--- src/rtl/branch_hazard_unit.sv ---
// Forwarding select and stall control for branches resolved in ID, with a saturating
// counter of the stall cycles that branches cause.
module branch_hazard_unit #(
  parameter int unsigned REG_ADDR_W  = 5,
  parameter int unsigned NUM_SRC     = 2,
  parameter int unsigned STALL_CNT_W = 16
) (
  input  logic                          clk,
  input  logic                          rst,
  input  logic                          IFID_Is_Branch,
  input  logic [NUM_SRC*REG_ADDR_W-1:0] IFID_Reg_RS,
  input  logic [NUM_SRC-1:0]            IFID_RS_Used,
  input  logic [REG_ADDR_W-1:0]         IDEX_Reg_RD,
  input  logic                          IDEX_RegWrite,
  input  logic                          IDEX_MemRead,
  input  logic [REG_ADDR_W-1:0]         EXMEM_Reg_RD,
  input  logic                          EXMEM_RegWrite,
  input  logic                          EXMEM_MemToReg,
  input  logic [REG_ADDR_W-1:0]         MEMWB_Reg_RD,
  input  logic                          MEMWB_RegWrite,
  input  logic                          Flush,
  output logic [2*NUM_SRC-1:0]          Fwd_Sel,
  output logic                          Stall,
  output logic [STALL_CNT_W-1:0]        Stall_Count
);

  localparam logic [0:0] ST_IDLE  = 1'b0;
  localparam logic [0:0] ST_STALL = 1'b1;

  logic [NUM_SRC-1:0] match_idex;
  logic [NUM_SRC-1:0] match_exmem;
  logic [NUM_SRC-1:0] match_memwb;
  logic               fwd_en;

  assign fwd_en = IFID_Is_Branch && !rst;

  for (genvar gi = 0; gi < NUM_SRC; gi++) begin : g_src
    logic [REG_ADDR_W-1:0] rs;
    logic                  rs_live;

    assign rs      = IFID_Reg_RS[gi*REG_ADDR_W +: REG_ADDR_W];
    // x0 is hard-wired zero, so it never creates a dependency
    assign rs_live = IFID_RS_Used[gi] && (rs != '0);

    assign match_idex[gi]  = rs_live && IDEX_RegWrite  && (IDEX_Reg_RD  == rs);
    assign match_exmem[gi] = rs_live && EXMEM_RegWrite && (EXMEM_Reg_RD == rs);
    assign match_memwb[gi] = rs_live && MEMWB_RegWrite && (MEMWB_Reg_RD == rs);

    assign Fwd_Sel[2*gi +: 2] = !fwd_en                                ? 2'b00 :
                                (match_exmem[gi] && !EXMEM_MemToReg)   ? 2'b01 :
                                match_memwb[gi]                        ? 2'b10 : 2'b00;
  end

  logic need_two;
  logic need_any;

  assign need_two = (|match_idex) && IDEX_MemRead;
  assign need_any = (|match_idex) || ((|match_exmem) && EXMEM_MemToReg);

  logic [0:0]             state_q, state_d;
  logic [1:0]             cnt_q, cnt_d;
  logic [STALL_CNT_W-1:0] stall_cnt_q, stall_cnt_d;

  always_comb begin
    state_d = state_q;
    cnt_d   = cnt_q;
    Stall   = 1'b0;
    if (rst) begin
      Stall = 1'b0;
    end else if (Flush) begin
      state_d = ST_IDLE;
      cnt_d   = 2'd0;
    end else begin
      case (state_q)
        ST_IDLE: begin
          Stall = IFID_Is_Branch && need_any;
          // A single-cycle hazard stays in IDLE and is re-checked once the producer moves
          if (IFID_Is_Branch && need_two) begin
            state_d = ST_STALL;
            cnt_d   = 2'd1;
          end
        end
        ST_STALL: begin
          Stall = 1'b1;
          cnt_d = cnt_q - 2'd1;
          if (cnt_q == 2'd1) begin
            state_d = ST_IDLE;
          end
        end
        default: begin
          state_d = ST_IDLE;
          cnt_d   = 2'd0;
        end
      endcase
    end
  end

  always_comb begin
    stall_cnt_d = stall_cnt_q;
    if (Stall && !(&stall_cnt_q)) begin
      stall_cnt_d = stall_cnt_q + 1'b1;
    end
  end

  always_ff @(posedge clk) begin
    if (rst) begin
      state_q     <= ST_IDLE;
      cnt_q       <= 2'd0;
      stall_cnt_q <= '0;
    end else begin
      state_q     <= state_d;
      cnt_q       <= cnt_d;
      stall_cnt_q <= stall_cnt_d;
    end
  end

  assign Stall_Count = stall_cnt_q;

endmodule

--- config.mk ---
export PLATFORM = sky130hd
export DESIGN_NAME = branch_hazard_unit
export DESIGN_NICKNAME = d
export VERILOG_FILES = /design/src/rtl/branch_hazard_unit.sv
export SDC_FILE = /design/constraint.sdc
export NUM_CORES = 1
export LEC_CHECK = 0
export ABC_AREA = 1
export BUFFER_PORTS_ARGS = -buffer_cell sky130_fd_sc_hd__buf_2
export CORE_ASPECT_RATIO = 0.6
export CORE_UTILIZATION = 40
export DETAILED_ROUTE_END_ITERATION = 16
export PLACE_DENSITY = 0.66
export SYNTH_ARGS = -nofsm -noshare
export SYNTH_HDL_FRONTEND = slang
export SYNTH_SLANG_ARGS = --single-unit
--- constraint.sdc ---
create_clock -name clk -period 2.85 [get_ports clk]
set_clock_uncertainty 0.05 [all_clocks]
set_input_delay 0.855 -clock clk [delete_from_list [all_inputs] [get_ports clk]]
set_output_delay 0.855 -clock clk [all_outputs]
set_load 0.02 [all_outputs]
==> run metrics <==
most common cell after layout, fill and taps aside=nand2_1; CP max FO=4; post-detail-place hpwl=4000 microns; Yosys cell types=25; WL per Instance=12.9 microns; Synth Instances=274; Switching Fraction=29.1%; CTS H-tree lvls=1; die area=0.00467 sq mm; Max clock buf depth=2; Mean Syn Cell Area=6.41 sq um; CP arrival=1.96 ns; cell internal pwr=443 uW; dpl cells=397; Routed Antenna Nets=0; DRC errors left=0; Post-Synthesis Net Count=312; CP max-delay cell=nor2_1; Die Wd=87.6 microns; via count=1,905; Sw Pwr=182 uW; GRT busiest layer=met1; status=finished with violations; Async SR Flop Fraction=0%; vias per cell=4.72; met3 usage=4.21%; final sum of negative setup slack=-0.0195 ns; final setup vio count=1; Worst-path clk slew=0.07 ns; most frequent cells in the layout=nand2_1, buf_2, nor2_1, inv_1, nand2_2; die height=53.3 microns; M2 GR Usage=27.2%; ratio of cells with drive above 1 in the final layout=41.0%; critical path data required time=1.95 ns; CP Capture Type=output pin; Routed WL=5210 microns; FP Rows=18; CP Class=input pin to output pin; Synth Area in Compound Gates=10.0%; Synthesis Warnings=0; max incr delay on CP=0.20 ns; PnR worst setup slack=-0.0195 ns; first-pass GRT wire length=7840 microns; Fillers=398; I/O pins=57; clock sink count=19; GPL Wtd Cong=0.955; share of total power in sequential cells=42.5%; antenna cell count=0; final hold viol count=0; Power, Total=626 uW; Total GRT Usage=22.2%; VDD IR max=0.133 mV; area delta synth->final=39.7%; grt ovf=0; fmax=348 MHz; RSZ-0062 raised after global routing=true; Top FF cell, synth=dfxtp_1; Starting DRT DRC Count=144; TritonCTS clock tree=yes; Post-synth EDFFs=0; Worst R2R Path Depth=11; Post-Layout Cell Count=404; Clock Power Share=30.5%; initial core utilization=42.2%; root buf cell=clkbuf_8; Period minus WS final=2.87 ns; Core Region=0.00417 sq mm; M1 GR Usage=37.2%; layout net count=383; number of max-cap violations=0; Slew Limit Headroom=80.5%; vias in the first global route=1,586; cell depth of the worst hold path=2; iteration count of the initial detailed-routing pass=4; initial antenna violation count=0; largest net degree at the start of global routing=19; Seq/Total Area, Yosys=21.7%; largest family of logic cells by synthesized area=simple AND/OR/NAND/NOR gates; failing checks=negative setup slack; Least-Margin Pin Slew=0.291 ns; Adder-Cell Fraction of Synth Area=1.42%; CTS Buf Count=3; Seq cells post-synth=19; most used cell, CP=nand2_1; Synth Cell Area=0.00176 sq mm; mux cell area share after synthesis=0%; fin crit share=101%; Logic pwr share=27.0%; P_leak=0.00113 uW; Hold Crit Class=flop to flop; Post-Synth Simple-Gate Area=42.7%; Final Core Density=58.9%; xor/xnor share of the synthesized area=14.0%; later-pin clock latency in the skew report=0.26 ns; crit-path cells=buf_6 > inv_4 > nand2_1 > o21ai_0 > nor2_1 > nand3_2 > nand2_1 > nand2_1 > nand2_2 > nand2_2 > a21oi_2 > buf_6; startpoint types=input pin; PortBufs=56; WHS=0.433 ns; Max Slew Vio Count=0; power per cell area=255 mW/mm^2
[cell families after synthesis]
logic type	count (synthesis)
XOR/XNOR	28
adder cells (fa/ha/maj)	2
AO/OA/AOI/OAI	28
flip-flops	19
buffers and inverters	44
AND/OR/NAND/NOR	153
[power by group through the flow]
stage,combinational [uW],sequential [uW],clock [uW]
after floorplan,63.5,272,0
after global placement,132,272,0
after detailed placement,130,272,0
after CTS,131,266,197
after global routing,183,266,207
final,169,266,191
[through the flow]
step	cell area (sq um)	setup WS [ns]
floorplan	1770	0.0611
global placement	2180	-0.0458
detailed placement	2180	-0.0369
CTS	2230	0.0128
global route	2450	-0.128
finish	2450	-0.0195
[worst max-delay path, delay by kind of cell]
family	cells	cell delay [ns]
AOI/OAI and AO/OA	2	0.24
buffers and inverters	3	0.26
and+or+nand+nor	7	0.60
[area by class of cell]
| cell class | count | area [sq um] | area share, % |
|---|---|---|---|
| Tap cell | 60 | 75.1 | 3.06 |
| Clock buffer | 4 | 45.0 | 1.83 |
| Timing Repair Buffer | 72 | 515 | 21.0 |
| Sequential cell | 19 | 380 | 15.5 |
| Multi-Input combinational cell | 211 | 1270 | 51.9 |
| Inverter | 38 | 165 | 6.73 |
[cell usage after synthesis (5+ instances only)]
library cell,count,area [sq um]
nor2_1,30,113
a21oi_2,9,78.8
nor2_2,5,31.3
xnor2_1,9,78.8
inv_1,29,109
a21oi_1,10,50.1
o21ai_0,5,25.0
nand2_2,14,87.6
nand2_1,56,210
xor2_1,19,166
nor3_1,6,30.0
nand3_1,19,95.1
nand4_1,17,106
inv_2,9,33.8
dfxtp_1,19,380
[registers in the layout, indices dropped and copies added (netlist names)]
signal and count:
Stall_Count 16, cnt_q 2, state_q 1
[routing by layer]
layer | up-vias | part of all wire (%)
li1 | 1025 | -
met1 | 812 | 54
met5 | - | 0
met2 | 66 | 38
met4 | 0 | 0.36
met3 | 2 | 7.6
[final timing paths]
path | end | start | slack (ns)
max | Stall | IFID_Reg_RS[6] | -0.02
min | cnt_q[1] | cnt_q[1] | 0.43
max reg2reg | Stall_Count[3] | Stall_Count[0] | 0.77
min reg2reg | cnt_q[1] | cnt_q[1] | 0.43
[what timing repair did]
| item | CTS | global route |
|---|---|---|
| resized for setup | 3 | 75 |
| endpoints found under the setup margin | 1 | 3 |
| pin swaps | 0 | 25 |
| hold buffers | 0 | 0 |
| gates cloned | 0 | 0 |
| setup buffers | 0 | 3 |
Note: power is estimated with default switching activity, not from simulation.
